==> config.mk <==
export PLATFORM = sky130hd
export DESIGN_NAME = dma_bus_responder_flat
export DESIGN_NICKNAME = d
export VERILOG_FILES = /design/src/rtl/dma_pkg.sv /design/src/rtl/dma_bus_responder_if.sv /design/src/rtl/dma_resp_mem.sv /design/src/rtl/dma_bus_responder.sv /design/src/flat_wrapper.sv
export SDC_FILE = /design/constraint.sdc
export NUM_CORES = 2
export LEC_CHECK = 0
export CELL_PAD_IN_SITES_DETAIL_PLACEMENT = 0
export CELL_PAD_IN_SITES_GLOBAL_PLACEMENT = 2
export CORE_MARGIN = 8
export CORE_UTILIZATION = 51
export CTS_CLUSTER_DIAMETER = 100
export CTS_CLUSTER_SIZE = 10
export DETAILED_ROUTE_END_ITERATION = 6
export PLACE_DENSITY = 0.92
export SLEW_MARGIN = 30
export SYNTH_ARGS = -nofsm -noshare
export SYNTH_HDL_FRONTEND = slang
export SYNTH_HIERARCHICAL = 1
export SYNTH_SLANG_ARGS = --single-unit
==> constraint.sdc <==
create_clock -name CLK -period 4.1 [get_ports CLK]
set_clock_uncertainty 0.2 [all_clocks]
set_input_delay 0.41 -clock CLK [delete_from_list [all_inputs] [get_ports CLK]]
set_output_delay 0.41 -clock CLK [all_outputs]
set_load 0.02 [all_outputs]
==> src/rtl/dma_pkg.sv <==
// dma_pkg
// Shared declarations for the DMA bus responder:
//   - hold_state_e : hold-acknowledge FSM state encoding
//   - DMA_MEM_AW_DEFAULT / DMA_BASE_ADDR_DEFAULT : default geometry of the
//     memory window (index width and first 16-bit address).
package dma_pkg;

  localparam int          DMA_MEM_AW_DEFAULT    = 8;
  localparam logic [15:0] DMA_BASE_ADDR_DEFAULT = 16'h0000;

  typedef enum logic [1:0] {
    ST_IDLE     = 2'd0,
    ST_WAIT_CPU = 2'd1,
    ST_GRANT    = 2'd2,
    ST_RELEASE  = 2'd3
  } hold_state_e;

endpackage

==> src/rtl/dma_bus_responder_if.sv <==
// dma_bus_responder_if
// Bus bundle between a DMA controller (master) and the memory responder
// (slave).
//   HRQ/HLDA         : hold request / hold acknowledge
//   CPU_BUSY         : host CPU bus cycle in progress
//   AEN, ADSTB       : DMA address enable, upper-address strobe
//   ADDR_U, ADDR_L   : address bits A7-A4 and A3-A0
//   MEMR_N, MEMW_N   : active-low memory read / write strobes
//   DB_IN            : data bus as sampled by the responder
//   DB_OUT, DB_OE    : read data and its drive enable
//   EOP_OUT_N        : end-of-process pull (1 = released)
//   ERR              : sticky protocol error
interface dma_bus_responder_if;
  logic       HRQ;
  logic       HLDA;
  logic       CPU_BUSY;
  logic       AEN;
  logic       ADSTB;
  logic [3:0] ADDR_U;
  logic [3:0] ADDR_L;
  logic       MEMR_N;
  logic       MEMW_N;
  logic [7:0] DB_IN;
  logic [7:0] DB_OUT;
  logic       DB_OE;
  logic       EOP_OUT_N;
  logic       ERR;

  modport master (
    output HRQ, CPU_BUSY, AEN, ADSTB, ADDR_U, ADDR_L, MEMR_N, MEMW_N, DB_IN,
    input  HLDA, DB_OUT, DB_OE, EOP_OUT_N, ERR
  );

  modport slave (
    input  HRQ, CPU_BUSY, AEN, ADSTB, ADDR_U, ADDR_L, MEMR_N, MEMW_N, DB_IN,
    output HLDA, DB_OUT, DB_OE, EOP_OUT_N, ERR
  );
endinterface

==> src/rtl/dma_resp_mem.sv <==
// dma_resp_mem
// Byte-wide storage of 2**AW entries: synchronous write, registered read.
// The array itself is never reset; only the read-data register is cleared.
// Ports:
//   CLK, RESET : clock and synchronous active-high reset (read register only)
//   we_i       : write enable, wdata_i stored at addr_i on the rising edge
//   re_i       : read enable, mem[addr_i] captured into rdata_o
//   addr_i     : entry index
//   wdata_i    : write data
//   rdata_o    : registered read data
module dma_resp_mem #(
  parameter int AW = 8
) (
  input  logic          CLK,
  input  logic          RESET,
  input  logic          we_i,
  input  logic          re_i,
  input  logic [AW-1:0] addr_i,
  input  logic [7:0]    wdata_i,
  output logic [7:0]    rdata_o
);

  logic [7:0] mem_q [0:(2**AW)-1];
  logic [7:0] rdata_q;

  // Storage array write port
  always_ff @(posedge CLK) begin
    if (we_i) begin
      mem_q[addr_i] <= wdata_i;
    end
  end

  // Registered read port
  always_ff @(posedge CLK) begin
    if (RESET) begin
      rdata_q <= 8'h00;
    end else if (re_i) begin
      rdata_q <= mem_q[addr_i];
    end
  end

  assign rdata_o = rdata_q;

endmodule

==> src/rtl/dma_bus_responder.sv <==
// dma_bus_responder
// Memory-side responder for an 8237-style DMA bus. It grants the bus hold
// (HLDA) once the host CPU is idle, latches the upper address byte on ADSTB,
// and serves qualified reads/writes against a byte memory window starting at
// BASE_ADDR.
// Ports:
//   CLK   : clock, all state updates on the rising edge
//   RESET : synchronous active-high reset
//   bus   : dma_bus_responder_if.slave (handshake, address, strobes, data)
// Configuration macro:
//   DMA_RESP_BOUNDS_EN : when defined, qualified accesses outside the window
//                        are suppressed and EOP_OUT_N pulses low for one
//                        cycle; otherwise addresses wrap within the window.
module dma_bus_responder
  import dma_pkg::*;
#(
  parameter int          MEM_AW    = DMA_MEM_AW_DEFAULT,
  parameter logic [15:0] BASE_ADDR = DMA_BASE_ADDR_DEFAULT
) (
  input logic                 CLK,
  input logic                 RESET,
  dma_bus_responder_if.slave  bus
);

  hold_state_e       state_q;
  logic              hlda_q;
  logic [7:0]        upper_q;
  logic              db_oe_q;
  logic              err_q;
  logic              eop_n_q;
  logic              memw_seen_q;   // qualified write strobe was low last cycle

  logic [15:0]       addr_s;
  logic [MEM_AW-1:0] mem_idx_s;
  logic              in_win_s;
  logic              qual_s;
  logic              rd_strb_s;
  logic              wr_strb_s;
  logic              conflict_s;
  logic              rd_go_s;
  logic              wr_go_s;
  logic [7:0]        rdata_s;

  assign addr_s    = {upper_q, bus.ADDR_U, bus.ADDR_L};
  // Truncation to the index width gives the wrap-around behaviour.
  assign mem_idx_s = MEM_AW'(addr_s - BASE_ADDR);

`ifdef DMA_RESP_BOUNDS_EN
  logic [16:0] offset_s;
  logic        acc_seen_q;
  logic        acc_s;
  // Addresses below BASE_ADDR borrow into bit 16 and so fail the compare.
  assign offset_s = {1'b0, addr_s} - {1'b0, BASE_ADDR};
  assign in_win_s = (offset_s < (17'd1 << MEM_AW));
  assign acc_s    = rd_strb_s | wr_strb_s;
`else
  assign in_win_s = 1'b1;
`endif

  // Accesses count only while the bus is held for DMA and AEN is high.
  assign qual_s     = hlda_q & bus.AEN;
  assign rd_strb_s  = qual_s & ~bus.MEMR_N;
  assign wr_strb_s  = qual_s & ~bus.MEMW_N;
  assign conflict_s = rd_strb_s & wr_strb_s;
  assign rd_go_s    = rd_strb_s & ~wr_strb_s & in_win_s;
  // Write only on the first qualified low cycle of a strobe.
  assign wr_go_s    = wr_strb_s & ~rd_strb_s & ~memw_seen_q & in_win_s;

  dma_resp_mem #(
    .AW (MEM_AW)
  ) u_mem (
    .CLK     (CLK),
    .RESET   (RESET),
    .we_i    (wr_go_s & ~RESET),
    .re_i    (rd_go_s & ~RESET),
    .addr_i  (mem_idx_s),
    .wdata_i (bus.DB_IN),
    .rdata_o (rdata_s)
  );

  // Hold FSM; HLDA is registered and high exactly while in GRANT
  always_ff @(posedge CLK) begin
    if (RESET) begin
      state_q <= ST_IDLE;
      hlda_q  <= 1'b0;
    end else begin
      case (state_q)
        ST_IDLE: begin
          if (bus.HRQ && !bus.CPU_BUSY) begin
            state_q <= ST_GRANT;
            hlda_q  <= 1'b1;
          end else if (bus.HRQ) begin
            state_q <= ST_WAIT_CPU;
            hlda_q  <= 1'b0;
          end else begin
            state_q <= ST_IDLE;
            hlda_q  <= 1'b0;
          end
        end
        ST_WAIT_CPU: begin
          // A withdrawn request wins over the CPU going idle.
          if (!bus.HRQ) begin
            state_q <= ST_IDLE;
            hlda_q  <= 1'b0;
          end else if (!bus.CPU_BUSY) begin
            state_q <= ST_GRANT;
            hlda_q  <= 1'b1;
          end else begin
            state_q <= ST_WAIT_CPU;
            hlda_q  <= 1'b0;
          end
        end
        ST_GRANT: begin
          if (!bus.HRQ) begin
            state_q <= ST_RELEASE;
            hlda_q  <= 1'b0;
          end else begin
            state_q <= ST_GRANT;
            hlda_q  <= 1'b1;
          end
        end
        ST_RELEASE: begin
          state_q <= ST_IDLE;
          hlda_q  <= 1'b0;
        end
        default: begin
          state_q <= ST_IDLE;
          hlda_q  <= 1'b0;
        end
      endcase
    end
  end

  // Address latch, read drive enable, error flag and strobe history
  always_ff @(posedge CLK) begin
    if (RESET) begin
      upper_q     <= 8'h00;
      db_oe_q     <= 1'b0;
      err_q       <= 1'b0;
      memw_seen_q <= 1'b0;
      eop_n_q     <= 1'b1;
`ifdef DMA_RESP_BOUNDS_EN
      acc_seen_q  <= 1'b0;
`endif
    end else begin
      if (bus.ADSTB) begin
        upper_q <= bus.DB_IN;
      end
      db_oe_q     <= rd_go_s;
      memw_seen_q <= wr_strb_s;
      if (conflict_s) begin
        err_q <= 1'b1;
      end
`ifdef DMA_RESP_BOUNDS_EN
      // One-cycle EOP pulse at the start of an out-of-window access.
      acc_seen_q <= acc_s;
      eop_n_q    <= ~(acc_s & ~acc_seen_q & ~in_win_s);
`else
      eop_n_q    <= 1'b1;
`endif
    end
  end

  assign bus.HLDA      = hlda_q;
  assign bus.DB_OE     = db_oe_q;
  assign bus.DB_OUT    = rdata_s;
  assign bus.ERR       = err_q;
  assign bus.EOP_OUT_N = eop_n_q;

endmodule

==> src/flat_wrapper.sv <==
// flat-port wrapper written by rule: the top's interface ports become plain ports
module dma_bus_responder_flat import dma_pkg::*;
#(
  parameter int          MEM_AW    = DMA_MEM_AW_DEFAULT,
  parameter logic [15:0] BASE_ADDR = DMA_BASE_ADDR_DEFAULT
)
  (CLK, RESET, bus_HRQ, bus_CPU_BUSY, bus_AEN, bus_ADSTB, bus_ADDR_U, bus_ADDR_L, bus_MEMR_N, bus_MEMW_N, bus_DB_IN, bus_HLDA, bus_DB_OUT, bus_DB_OE, bus_EOP_OUT_N, bus_ERR);
  dma_bus_responder_if bus_i ();
  input logic CLK;
  input logic RESET;
  input wire logic [$bits(bus_i.HRQ)-1:0] bus_HRQ;
  input wire logic [$bits(bus_i.CPU_BUSY)-1:0] bus_CPU_BUSY;
  input wire logic [$bits(bus_i.AEN)-1:0] bus_AEN;
  input wire logic [$bits(bus_i.ADSTB)-1:0] bus_ADSTB;
  input wire logic [$bits(bus_i.ADDR_U)-1:0] bus_ADDR_U;
  input wire logic [$bits(bus_i.ADDR_L)-1:0] bus_ADDR_L;
  input wire logic [$bits(bus_i.MEMR_N)-1:0] bus_MEMR_N;
  input wire logic [$bits(bus_i.MEMW_N)-1:0] bus_MEMW_N;
  input wire logic [$bits(bus_i.DB_IN)-1:0] bus_DB_IN;
  output wire logic [$bits(bus_i.HLDA)-1:0] bus_HLDA;
  output wire logic [$bits(bus_i.DB_OUT)-1:0] bus_DB_OUT;
  output wire logic [$bits(bus_i.DB_OE)-1:0] bus_DB_OE;
  output wire logic [$bits(bus_i.EOP_OUT_N)-1:0] bus_EOP_OUT_N;
  output wire logic [$bits(bus_i.ERR)-1:0] bus_ERR;
  assign bus_i.HRQ = bus_HRQ;
  assign bus_i.CPU_BUSY = bus_CPU_BUSY;
  assign bus_i.AEN = bus_AEN;
  assign bus_i.ADSTB = bus_ADSTB;
  assign bus_i.ADDR_U = bus_ADDR_U;
  assign bus_i.ADDR_L = bus_ADDR_L;
  assign bus_i.MEMR_N = bus_MEMR_N;
  assign bus_i.MEMW_N = bus_MEMW_N;
  assign bus_i.DB_IN = bus_DB_IN;
  assign bus_HLDA = bus_i.HLDA;
  assign bus_DB_OUT = bus_i.DB_OUT;
  assign bus_DB_OE = bus_i.DB_OE;
  assign bus_EOP_OUT_N = bus_i.EOP_OUT_N;
  assign bus_ERR = bus_i.ERR;
  dma_bus_responder #(.MEM_AW(MEM_AW), .BASE_ADDR(BASE_ADDR)) u_core (.CLK(CLK), .RESET(RESET), .bus(bus_i));
endmodule
==> metrics.yaml <==
critical_path:
  path_depth: 11
  worstPathMaxFanout: 8
  slowest_stage: "nand2_1"
  worstSetupEndpointType: "flop"
  max_stage_delay_ps: 550
  cp_top_family: "buffers and inverters"
  cp-start-kind: "input pin"
  rr_worst_depth: 9
  worstPathRequired_ps: 4440
  path_cells: "dlygate4sd3_1 > clkdlybuf4s50_1 > nand2_1 > nor4_2 > buf_4 > inv_1 > nor2_1 > nand2_1 > buf_12 > nor2_1 > buf_4"
  critPathBufInv: 6
  crit_type: "input pin to flop"
  arrival_ps: 3730
timing:
  hold_viol_final: 0
  fin_ws_ps: 715
  max_slew_margin_pct: 33.7
  setup_viol: 0
  worstMarginPinSlew_ps: 993
  slew_violations: 0
  fin_setup_tns_ps: 0
  fmax_mhz: 295
  post-route-period-util_pct: 82.6
  min_period_ps: 3380
  rsz0062_at_grt: "no"
global_route:
  grt_overflow: 0
  grtUsageMet2_pct: 36.5
  use_met3_pct: 6.28
  grt_max_degree: 129
  grt_pass1_vias: 41491
  grt_pass1_wl_mm: 289
  grtUsageTotal_pct: 23.3
  antenna_found_initial: 10
  met1_usage_pct: 31.8
  grt_most_used_layer: "met2"
cts:
  clkLatencyLatePin_ps: 860
  cts_num_sinks: 2062
  clk_pin_slew_ps: 50
  cts_buffers: 225
  htreeDepth: 4
  cts_buffer_depth: 3
  cts_tree: "done"
  ctsRootBufferMaster: "clkbuf_16"
  cts_resized: 0
placement:
  post-place-ws_ps: 156
  dpl.hpwl_mm: 126
  numPortBuffers: 33
  gp_congestion: 0.880
  dpl_cell_area_um2: 86000
logic_synthesis:
  synth-main-ff-cell: "edfxtp_1"
  ys_warn_count: 6
  netlist_instances: 3840
  ys_seq_area_share_pct: 76.8
  synth_edf_count: 2048
  syn-num-nets: 3864
  ys_types: 65
  ys_ff_latch: 2062
  async_flop_share_pct: 0
  syn_area_um2: 80400
  syn_area_per_cell_um2: 20.9
pwr:
  clkPwrFrac_pct: 40.7
  p_per_area_nw_per_um2: 463
  power_uw: 42700
  intPower_uw: 33800
  p_sw_uw: 8910
  p_comb_share_pct: 5.0
  ir_worst_vdd_mv: 0.391
  power_switching_share_pct: 20.9
  p_leak_uw: 0.0296
  pwr-share-seq_pct: 54.3
finish:
  regArea_um2: 61800
  multi_input_area_um2: 17300
  drive_above_1_share_pct: 28.5
  post-route-util_pct: 59.0
  final_cell_mix: "edfxtp_1 (2048), mux4_2 (469), buf_4 (432)"
  area_growth_pct: 14.7
  final.fill_count: 10804
  final_nets: 4359
  fin_area_um2: 92300
  final_common_cell: "edfxtp_1"
die:
  die_height_um: 413
  core_um2: 156000
  die_area_um2: 171000
  start_util_pct: 51.4
  dieWidth_um: 413
  io_pins: 36
  row_count: 145
detailed_routing:
  drc: 0
  ant_nets: 0
  drtIter0Drc: 5496
  wl_per_cell_um: 31.1
  via_per_inst: 6.39
  vias: 41236
  finalWirelength_mm: 200
  drt_pass1_iterations: 7
run_status:
  outcome: "completed"
flow_run:
  max_cap_viol_count: 0
worst_hold_path:
  hp-class: "input pin to flop"
  holdPathStages: 1
==> per-stage QoR <==
step | instances | hold slack, ps
final | 6449 | 14.4
after detailed placement | 6154 | 254
after global routing | 6445 | 32.0
after floorplan | 3840 | 235
after global placement | 6154 | 242
after CTS | 6441 | 17.5
==> routing by layer <==
layer	vias up	part of all wire, %
li1	16842	-
met1	21519	37
met2	2472	47
met3	395	11
met4	8	4.1
met5	-	0.018
==> power groups by stage <==
stage | Combinational (µW) | Clock (µW) | Sequential, µW
4_1_cts | 2100 | 17600 | 23200
2_1_floorplan | 1110 | 0 | 23600
3_3_place_gp | 2030 | 0 | 23600
3_5_place_dp | 2080 | 0 | 23600
6_report | 2110 | 17400 | 23200
5_1_grt | 2200 | 18400 | 23200
==> timing repair <==
| action | 4_1_cts | 5_1_grt |
|---|---|---|
| hold buffers | 8 | 2 |
| setup buffers | 0 | 0 |
| endpoints found under the hold margin | 80 | 52 |
==> area by class of cell <==
| type | count | share of cell area [%] |
|---|---|---|
| sequential | 2062 | 67.0 |
| clock inverter | 16 | 0.290 |
| inverter | 10 | 0.0434 |
| timing repair buffer | 513 | 4.86 |
| tap | 2058 | 2.79 |
| clock buffer | 263 | 6.28 |
| antenna | 4 | 0.0109 |
| multi-input combinational | 1523 | 18.8 |
==> sequential cells by signal, indices dropped and copies added, names as in the netlist <==
name	flops
u_core/bus.HLDA	1
u_core/state_q	2
u_core/u_mem/rdata_o	8
u_core/bus.ERR	1
u_core/bus.DB_OE	1
u_core/u_mem/mem_q	2048
u_core/memw_seen_q	1
==> worst reg2reg max path: cells and delay by family, from the launching register on <==
kind                   cells  cell delay, ps
flip-flops                 1             350
buffers and inverters      4             990
AND/OR/NAND/NOR            5            1310
==> path summary, 6_finish.rpt <==
| path | start | end | slack [ps] |
|---|---|---|---|
| max | bus_AEN | u_core/u_mem/mem_q[99][5]$_DFFE_PP_ | 720 |
| max reg2reg | u_core/bus.HLDA$_SDFF_PP0_ | u_core/u_mem/mem_q[99][5]$_DFFE_PP_ | 940 |
| min | bus_DB_IN[1] | u_core/u_mem/mem_q[178][1]$_DFFE_PP_ | 10 |
| min reg2reg | u_core/bus.ERR$_SDFFE_PP0P_ | u_core/bus.ERR$_SDFFE_PP0P_ | 260 |
==> cells by family (layout without fill, tap and decap cells) <==
logic type	after synthesis	after routing	share of synthesized area, %
other	1	5	0.00466
buffers and inverters	255	802	1.69
DFF	2062	2062	76.8
and+or+nand+nor	533	533	2.91
AOI/OAI and AO/OA	289	289	2.43
muxes	700	700	16.1
==> synthesized netlist by cell type (5+ instances only) <==
cell type     n  area share [%]
a2111oi_0     7           0.076
a211oi_1      7           0.065
a21oi_1      50            0.31
a221oi_1     13            0.14
a22oi_1      33            0.31
a31oi_1      14            0.11
a32oi_1      20            0.22
buf_1        18           0.084
buf_2        50            0.31
buf_4        40            0.37
buf_6        13            0.18
buf_8         5           0.093
clkbuf_1    116            0.54
dfxtp_1      14            0.35
edfxtp_1   2048              76
inv_1        10           0.047
mux2_2       39            0.55
mux2i_1     189             2.4
mux4_2      469              13
nand2_1     108            0.50
nand2b_1     18            0.14
nand3_1      32            0.20
nor2_1      264             1.2
nor2b_1      15            0.12
nor3_1       54            0.34
o21ai_0      41            0.26
o21bai_1      5           0.047
o221ai_1      5           0.054
o22ai_1      61            0.47
o32ai_1       6           0.065
or2_2         5           0.039
or3_1         5           0.039
No activity file was read; power rests on OpenSTA's default activity.
